--- config.mk ---
export PLATFORM = sky130hd
export DESIGN_NAME = sdrc_bank_req_q
export DESIGN_NICKNAME = d
export VERILOG_FILES = /design/src/rtl/sdrc_bank_pkg.sv /design/src/rtl/sdrc_sync_fifo.sv /design/src/rtl/sdrc_bank_req_q.sv
export SDC_FILE = /design/constraint.sdc
export NUM_CORES = 1
export LEC_CHECK = 0
export BUFFER_PORTS_ARGS = -buffer_cell sky130_fd_sc_hd__buf_2
export CAP_MARGIN = 20
export CORE_MARGIN = 4
export CORE_UTILIZATION = 50
export CTS_CLUSTER_DIAMETER = 50
export CTS_CLUSTER_SIZE = 25
export DETAILED_ROUTE_END_ITERATION = 6
export HOLD_SLACK_MARGIN = 0.1
export PLACE_DENSITY = 0.7
export SETUP_SLACK_MARGIN = 0.02
export SKIP_CTS_REPAIR_TIMING = 1
export SYNTH_ARGS = -nofsm -noshare
export SYNTH_HDL_FRONTEND = slang
export SYNTH_SLANG_ARGS = --single-unit
--- constraint.sdc ---
create_clock -name clk -period 5.4 [get_ports clk]
set_input_delay 0 -clock clk [delete_from_list [all_inputs] [get_ports clk]]
set_output_delay 0 -clock clk [all_outputs]
set_load 0.005 [all_outputs]
--- src/rtl/sdrc_bank_pkg.sv ---
// Shared types for the bank request queue: burst tracking states and the queued chunk record.
`ifndef SDR_REQ_ID_W
`define SDR_REQ_ID_W 4
`endif

package sdrc_bank_pkg;

    localparam int unsigned BQ_APP_RW   = 9;
    localparam int unsigned BQ_REQ_ID_W = `SDR_REQ_ID_W;

    typedef enum logic {
        ST_IDLE  = 1'b0,
        ST_BURST = 1'b1
    } burst_state_t;

    typedef struct packed {
        logic [BQ_REQ_ID_W-1:0] id;
        logic                   start;
        logic                   last;
        logic                   wrap;
        logic [1:0]             ba;
        logic [11:0]            raddr;
        logic [11:0]            caddr;
        logic [BQ_APP_RW-1:0]   len;
        logic                   write;
    } bq_entry_t;

endpackage

--- src/rtl/sdrc_sync_fifo.sv ---
// Synchronous FIFO, power-of-two depth; push while full succeeds only alongside a pop.
module sdrc_sync_fifo #(
    parameter int unsigned WIDTH = 8,
    parameter int unsigned DEPTH = 4
) (
    input  logic                       clk,
    input  logic                       reset_n,
    input  logic                       push,
    input  logic                       pop,
    input  logic [WIDTH-1:0]           wdata,
    output logic [WIDTH-1:0]           rdata,
    output logic [$clog2(DEPTH):0]     count,
    output logic                       full,
    output logic                       empty
);
    localparam int unsigned AW = $clog2(DEPTH);

    logic [WIDTH-1:0] mem [DEPTH];
    logic [AW-1:0]    wptr;
    logic [AW-1:0]    rptr;
    logic             do_push;
    logic             do_pop;

    assign full    = (count == (AW+1)'(DEPTH));
    assign empty   = (count == '0);
    assign do_pop  = pop & ~empty;
    assign do_push = push & (~full | do_pop);
    assign rdata   = mem[rptr];

    always_ff @(posedge clk) begin
        if (!reset_n) begin
            wptr  <= '0;
            rptr  <= '0;
            count <= '0;
        end else begin
            if (do_push) wptr <= wptr + AW'(1);
            if (do_pop)  rptr <= rptr + AW'(1);
            count <= count + (AW+1)'(do_push) - (AW+1)'(do_pop);
        end
    end

    always_ff @(posedge clk) begin
        if (do_push) mem[wptr] <= wdata;
    end

endmodule

--- src/rtl/sdrc_bank_req_q.sv ---
// Bank request queue: acknowledges r2b chunks, tracks burst framing, buffers chunks
// and flags whether the head row is already open in its bank.
module sdrc_bank_req_q
    import sdrc_bank_pkg::*;
#(
    parameter int unsigned APP_RW   = BQ_APP_RW,
    parameter int unsigned REQ_ID_W = BQ_REQ_ID_W,
    parameter int unsigned DEPTH    = 4
) (
    input  logic                     clk,
    input  logic                     reset_n,
    input  logic                     r2b_req,
    input  logic [REQ_ID_W-1:0]      r2b_req_id,
    input  logic                     r2b_start,
    input  logic                     r2b_last,
    input  logic                     r2b_wrap,
    input  logic [1:0]               r2b_ba,
    input  logic [11:0]              r2b_raddr,
    input  logic [11:0]              r2b_caddr,
    input  logic [APP_RW-1:0]        r2b_len,
    input  logic                     r2b_write,
    output logic                     b2r_ack,
    output logic                     b2r_arb_ok,
    input  logic                     x2b_pre_all,
    output logic                     bq_valid,
    output logic [REQ_ID_W-1:0]      bq_id,
    output logic                     bq_start,
    output logic                     bq_last,
    output logic                     bq_wrap,
    output logic [1:0]               bq_ba,
    output logic [11:0]              bq_raddr,
    output logic [11:0]              bq_caddr,
    output logic [APP_RW-1:0]        bq_len,
    output logic                     bq_write,
    output logic                     bq_row_hit,
    input  logic                     bq_pop,
    output logic [$clog2(DEPTH):0]   bq_count,
    output logic                     proto_err
);
    localparam int unsigned CW = $clog2(DEPTH) + 1;

    bq_entry_t    wr_entry;
    bq_entry_t    head;
    burst_state_t state;
    burst_state_t state_next;
    logic         full;
    logic         empty;
    logic         push;
    logic         pop;
    logic         err_set;
    logic         arb_ok_q;
    logic [CW-1:0] count_next;
    logic [3:0]   row_valid;
    logic [11:0]  row_addr [4];

    assign pop     = bq_pop & bq_valid;
    assign b2r_ack = reset_n & r2b_req & (~full | pop);
    assign push    = b2r_ack;

    assign wr_entry = '{id: r2b_req_id, start: r2b_start, last: r2b_last,
                        wrap: r2b_wrap, ba: r2b_ba, raddr: r2b_raddr,
                        caddr: r2b_caddr, len: r2b_len, write: r2b_write};

    sdrc_sync_fifo #(
        .WIDTH ($bits(bq_entry_t)),
        .DEPTH (DEPTH)
    ) u_fifo (
        .clk     (clk),
        .reset_n (reset_n),
        .push    (push),
        .pop     (pop),
        .wdata   (wr_entry),
        .rdata   (head),
        .count   (bq_count),
        .full    (full),
        .empty   (empty)
    );

    assign bq_valid = ~empty;
    assign bq_id    = head.id;
    assign bq_start = head.start;
    assign bq_last  = head.last;
    assign bq_wrap  = head.wrap;
    assign bq_ba    = head.ba;
    assign bq_raddr = head.raddr;
    assign bq_caddr = head.caddr;
    assign bq_len   = head.len;
    assign bq_write = head.write;

    assign bq_row_hit = bq_valid & row_valid[bq_ba] & (row_addr[bq_ba] == bq_raddr);

    always_comb begin
        state_next = state;
        err_set    = 1'b0;
        if (push) begin
            unique case (state)
                ST_IDLE: begin
                    if (!r2b_start)    err_set    = 1'b1;
                    else if (!r2b_last) state_next = ST_BURST;
                end
                ST_BURST: begin
                    if (r2b_start) err_set    = 1'b1;
                    if (r2b_last)  state_next = ST_IDLE;
                end
                default: state_next = ST_IDLE;
            endcase
        end
    end

    assign count_next = bq_count + CW'(push) - CW'(pop);

    // arb_ok resets high but is masked while in reset so it reads 1 on the first cycle after
    assign b2r_arb_ok = arb_ok_q & reset_n;

    always_ff @(posedge clk) begin
        if (!reset_n) begin
            state     <= ST_IDLE;
            proto_err <= 1'b0;
            arb_ok_q  <= 1'b1;
        end else begin
            state     <= state_next;
            proto_err <= proto_err | err_set;
            arb_ok_q  <= (state_next == ST_IDLE) && (count_next <= CW'(DEPTH - 2));
        end
    end

    // pre_all takes precedence over a same-cycle pop so the table never claims a closed row
    always_ff @(posedge clk) begin
        if (!reset_n) begin
            row_valid <= '0;
            for (int unsigned i = 0; i < 4; i++) row_addr[i] <= '0;
        end else if (x2b_pre_all) begin
            row_valid <= '0;
        end else if (pop) begin
            row_valid[bq_ba] <= 1'b1;
            row_addr[bq_ba]  <= bq_raddr;
        end
    end

endmodule

==> results.toml, run 1 <==
[cts]
path_clk_slew_ns = 0.07
cts_tree = "yes"
h-tree-depth = 1
clkSinkCount = 236
clock_path_buffers = 3
cts_made_buffers = 23
root_buffer = "clkbuf_16"
clk_latency_ns = 0.51

[pwr]
power_leakage_uw = 0.00404
power_density_mw_per_mm2 = 436
power.total_uw = 4900
ir_drop_mv = 0.272

[critical_path]
crit_path_cell_trace = "buf_4 -> mux4_2 -> a221oi_1 -> o21ai_0 -> or4_4 -> nor4_2 -> buf_2"
end_kind = "output port"
start_kind = "flip-flop"
required_ns = 5.40
critical_path.top_delay_family = "simple AND/OR/NAND/NOR gates"
cp_slowest_cell = "mux4_2"
critPathMaxStageDelay_ns = 0.67
cp_num_buf_inv = 2
path_class = "flip-flop to output port"
cp_max_fo = 28
setup.reg_to_reg.worst_slack_ns = 2.23
crit_arrival_ns = 3.78

[synthesis]
netlist_instances = 491
synthFlopType = "edfxtp_1"
yosysTopAreaCellShare_pct = 71.4
synth_area_leaders = "edfxtp_1, mux4_2, dfxtp_1, mux2i_1, nor2_1"
synth_area_per_cell_um2 = 18.8
synth_seq_cells = 236
ys_types = 36
synth_edf_count = 220
synth_area_leader_cell = "edfxtp_1"
synth_common_cells = "edfxtp_1, nor2_1, mux4_2"
yosysWarnings = 0
syn_nets = 548
synth.most_common_cell = "edfxtp_1"
async_flop_share_pct = 0
yosysSeqAreaShare_pct = 74.9
syn-cell-area_mm2 = 0.00925

[global_routing]
antenna_found_initial = 0
grt_max_degree = 44
track_usage_pct = 16.8
grt_pass1_wl_um = 26700
grt-ovfl-total = 0
grt_pass1_vias = 4790

[floorplan]
core-area_mm2 = 0.0181
dieWidth_um = 144
ios = 99
start_util_pct = 51.2
num_rows = 49
die_area_mm2 = 0.0207
die_h_um = 144

[place]
gp_congestion = 0.813
io_buffer_count = 98
placed_cell_area_mm2 = 0.00998
place_hpwl_um = 10700

[timing]
skew_ns = 0.0111
finalHoldViolCount = 0
holdWs_ns = 0.117
max_slew_margin_pct = 34.0
finalCritPeriodShare_pct = 69.9
drv_slew = 0
fin_setup_tns_ns = 0
max_slew.worst_pin.slew_ns = 0.984
rsz0062_at_grt = "no"
fmax_ghz = 0.265
min_period_ns = 3.78
finalSetupViolCount = 0

[cells_and_area]
syn_to_final_growth_pct = 21.4
final_cell_area_mm2 = 0.0112
multi_input_area_mm2 = 0.00214
finalNetCount = 701
antenna_cells = 0
drive_gt1_share_pct = 30.6
register_area_mm2 = 0.00693
nFillCells = 1326

[worst_hold_path]
hold_class = "input pin to flip-flop"

[detailed_routing]
dr.pass1.iters = 5
drt_iter0_drc = 331
num_vias = 4803
drc = 0
post_drt_wl_per_cell_um = 19.3
wirelength_um = 17200
ant_nets = 0
viasPerCell = 5.40

[status]
outcome = "completed"

[job]
drv_cap = 0
stage by stage:
stage,setup WS [ns],util [%],std cells
final,1.62,62.1,889
after floorplan,2.62,-,491
after detailed placement,2.10,55.2,802
after global placement,2.22,55.2,802
after global routing,1.39,62.1,889
after CTS,1.57,59.6,843
area by class of cell:
class / instances / area share [%]
Clock inverter: 18 / 1.95
Timing Repair Buffer: 151 / 8.91
Tap cell: 229 / 2.55
Inverter: 22 / 0.735
Sequential cell: 236 / 61.7
Clock buffer: 23 / 5.12
Multi-Input combinational cell: 210 / 19.0
cell usage in the layout (no fill, tap or decap), drive strengths merged, types with 2 or more instances in the layout:
cell type / Yosys / final
or2: 2 / 2
o21ai: 7 / 7
xor2: 9 / 9
mux4: 48 / 48
ha: 7 / 7
dlygate4sd3: 0 / 45
and3: 4 / 4
o31ai: 2 / 2
a21oi: 4 / 4
and2: 9 / 9
inv: 22 / 32
mux2i: 20 / 20
nor2: 49 / 49
nor2b: 3 / 3
nand2b: 4 / 4
clkinv: 0 / 7
xnor2: 12 / 12
dfxtp: 16 / 16
fa: 2 / 2
edfxtp: 220 / 220
nand3: 2 / 2
clkbuf: 13 / 23
nand2: 18 / 18
buf: 10 / 106
cells by family after synthesis:
logic type | count (synthesis) | share of synthesized area, %
DFF | 236 | 74.9
xor gates and xnor gates | 21 | 1.99
buffers and inverters | 45 | 2.07
AOI/OAI and AO/OA | 17 | 1.12
muxes | 68 | 13.9
and+or+nand+nor | 95 | 4.69
adders and majority gates | 9 | 1.38
path summary, 6_finish.rpt:
check | startpoint | endpoint | cells after the start
hold reg to reg | row_valid[3]$_SDFFE_PP0P_ | row_valid[3]$_SDFFE_PP0P_ | 2
setup / recovery | flip-flop | bq_row_hit | 7
hold / removal | r2b_req | proto_err$_SDFF_PN0_ | 4
setup reg to reg | flip-flop | row_addr[0][4]$_SDFFCE_PN0P_ | 3
power breakdown:
part	internal (uW)	switching [uW]	total [uW]
combinational	511	540	1050
sequential	2130	76.7	2200
clock	886	759	1650
total	3520	1380	4900
flip-flops by register name, summed over array words and instances, names as in the netlist, named ones only:
name          flops
arb_ok_q          1
proto_err         1
row_addr         48
row_valid         4
state             1
u_fifo.count      3
u_fifo.mem      172
u_fifo.rptr       2
u_fifo.wptr       2
tightest hold or removal path: stages:
cell     delay (ns)
buf_2          0.10
o41a_1         0.24
a21oi_1        0.18
nor2b_1        0.05
per-layer routing:
metal / vias up / global-route usage [%] / routed length (um)
met5: - / 0 / 0
li1: 2205 / - / -
met4: 0 / 3.91 / 286
met3: 26 / 4.66 / 1310
met1: 2416 / 23.8 / 7500
met2: 156 / 26.3 / 8080
Note: power is estimated with default switching activity, not from simulation.
==> inputs of run 2 (changes only) <==
--- a/config.mk
+++ b/config.mk
@@ -13,7 +13,7 @@
 export CTS_CLUSTER_SIZE = 25
 export DETAILED_ROUTE_END_ITERATION = 6
 export HOLD_SLACK_MARGIN = 0.1
-export PLACE_DENSITY = 0.7
+export PLACE_DENSITY = 0.72
 export SETUP_SLACK_MARGIN = 0.02
 export SKIP_CTS_REPAIR_TIMING = 1
 export SYNTH_ARGS = -nofsm -noshare
==> constraint.sdc (replaced) <==
create_clock -name clk -period 3.05 [get_ports clk]
set_input_delay 0 -clock clk [delete_from_list [all_inputs] [get_ports clk]]
set_output_delay 0 -clock clk [all_outputs]
set_load 0.005 [all_outputs]
==> results.toml, run 2 (same netlist as run 1, synthesis figures left out) <==
[cts]
clkSinkCount = 236
h-tree-depth = 1
clock_path_buffers = 3
cts_made_buffers = 23
root_buffer = "clkbuf_16"
path_clk_slew_ns = 0.07
clk_latency_ns = 0.52
cts_tree = "yes"

[critical_path]
end_kind = "output port"
required_ns = 3.05
start_kind = "flip-flop"
cp_slowest_cell = "mux4_2"
path_class = "flip-flop to output port"
setup.reg_to_reg.worst_slack_ns = 0.52
critical_path.top_delay_family = "multiplexers"
cp_max_fo = 5
cp_num_buf_inv = 2
critPathMostFrequentCell = "mux4_2"
critPathMaxStageDelay_ns = 0.59
r2r-end = "u_fifo.count[2]$_SDFF_PN0_"
crit_arrival_ns = 3.02
timing.rr.start = "u_fifo.count[1]$_SDFF_PN0_"
crit_path_cell_trace = "mux4_2 -> buf_6 -> mux4_2 -> xor2_1 -> or4_4 -> nor4_4 -> buf_2"
reg2reg_depth = 10

[cells_and_area]
reg.largest.list = "u_fifo.mem (172), row_addr (48), row_valid (4)"
syn_to_final_growth_pct = 24.6
final_cell_area_mm2 = 0.0115
largest_reg_flops = 172
largest-register = "u_fifo.mem"
antenna_cells = 0
postLayoutCoreUtil_pct = 63.7
drive_gt1_share_pct = 33.3
final_common_cell = "edfxtp_1"
finalNetCount = 722
mostFrequentLayoutCells = "edfxtp_1, buf_2, nor2_1"

[timing]
max_slew_margin_pct = 65.1
max_slew.worst_pin.slew_ns = 0.523
finalSetupViolCount = 0
skew_ns = 0.0188
finalCritPeriodShare_pct = 99.0
rsz0062_at_grt = "yes"
setup_ws_ns = 0.0315
fmax_ghz = 0.331
finalHoldViolCount = 0
min_period_ns = 3.02
drv_slew = 0

[detailed_routing]
viasPerCell = 5.38
post_drt_wl_per_cell_um = 19.5
drt_iter0_drc = 274
dr.pass1.iters = 4
wirelength_um = 17800
ant_nets = 0
num_vias = 4899
drc = 0

[worst_hold_path]
hold_class = "input pin to flip-flop"
hold_end = "row_valid[1]$_SDFFE_PP0P_"
min_path_cells = 5
min-delay-start = "bq_pop"

[place]
place_hpwl_um = 11500
gp_congestion = 0.809
io_buffer_count = 98
place_ws_ns = 0.393
placed_cell_area_mm2 = 0.0101

[pwr]
p_seq_share_pct = 43.1
p_int_uw = 6440
power_leakage_uw = 0.00418
power_density_mw_per_mm2 = 776
p_sw_uw = 2500
p_comb_share_pct = 23.5
ir_drop_mv = 0.547
clockPowerShare_pct = 33.4
p_sw_share_pct = 27.9

[status]
outcome = "completed"

[global_routing]
track_usage_pct = 17.3
grt_pass1_vias = 5104
grt-ovfl-total = 0
grt_max_degree = 29
grt_pass1_wl_um = 27600
antenna_found_initial = 0

[floorplan]
ios = 99
die_h_um = 144
die_area_mm2 = 0.0207
num_rows = 49
start_util_pct = 51.2
dieWidth_um = 144
core-area_mm2 = 0.0181

[job]
drv_cap = 0
## run 2: cell count changes in the layout (fill, tap and decap cells not counted), sizes merged
cell / previous run / this run
clkinvlp: 0 / 1
bufinv: 1 / 2
buf: 106 / 127
inv: 32 / 31
## run 2: area by class of cell
| class | count | area [um2] |
|---|---|---|
| clock buffers | 23 | 576 |
| clock inverters | 19 | 254 |
| fillers | 1260 | 6560 |
| inverters | 22 | 82.6 |
| multi-input cells | 210 | 2160 |
| flip-flops and latches | 236 | 6930 |
| well taps | 229 | 287 |
| repair buffers | 172 | 1240 |
## run 2: worst max-delay path by stage
stage	end	slack (ns)	cells past startpoint
2_1_floorplan	row_addr[3][0]$_DFFE_PP_	0.27	6
3_3_place_gp	bq_row_hit	0.40	6
3_5_place_dp	bq_row_hit	0.39	6
4_1_cts	bq_row_hit	-0.16	6
5_1_grt	bq_row_hit	-0.07	8
6_report	bq_row_hit	0.03	7
## run 2: layer usage
metal  up-vias  global-route usage [%]  part of all wire (%)
met5         -                       0                     0
met2       139                    28.9                    51
met3        21                    5.32                   6.5
li1       2255                       -                     -
met4         0                    4.41                   1.4
met1      2484                    22.4                    41
## run 2: worst register-to-register path: stages, from the launching register on
cell and delay [ns]:
dfxtp_1 0.39, or3_1 0.41, nand2_1 0.27, inv_2 0.09, ha_1 0.27, inv_1 0.08
ha_1 0.15, inv_1 0.05, fa_1 0.39, xor2_1 0.17, and2_1 0.16
## run 2: power by group through the flow
stage	registers [uW]	clock network (uW)	logic, uW
after global routing	3870	3220	2320
after floorplan	3890	0	1330
final	3850	2990	2100
after detailed placement	3930	0	1970
after CTS	3860	3050	1990
after global placement	3910	0	1940
## run 2: stage by stage
stage	setup TNS (ns)	hold slack [ns]	total power [uW]	instances
finish	0	0.0625	8940	911
global route	-0.0669	0.123	9420	911
CTS	-0.160	-0.327	8900	859
detailed placement	0	0.217	5900	817
global placement	0	0.209	5850	817
floorplan	0	0.0989	5220	491
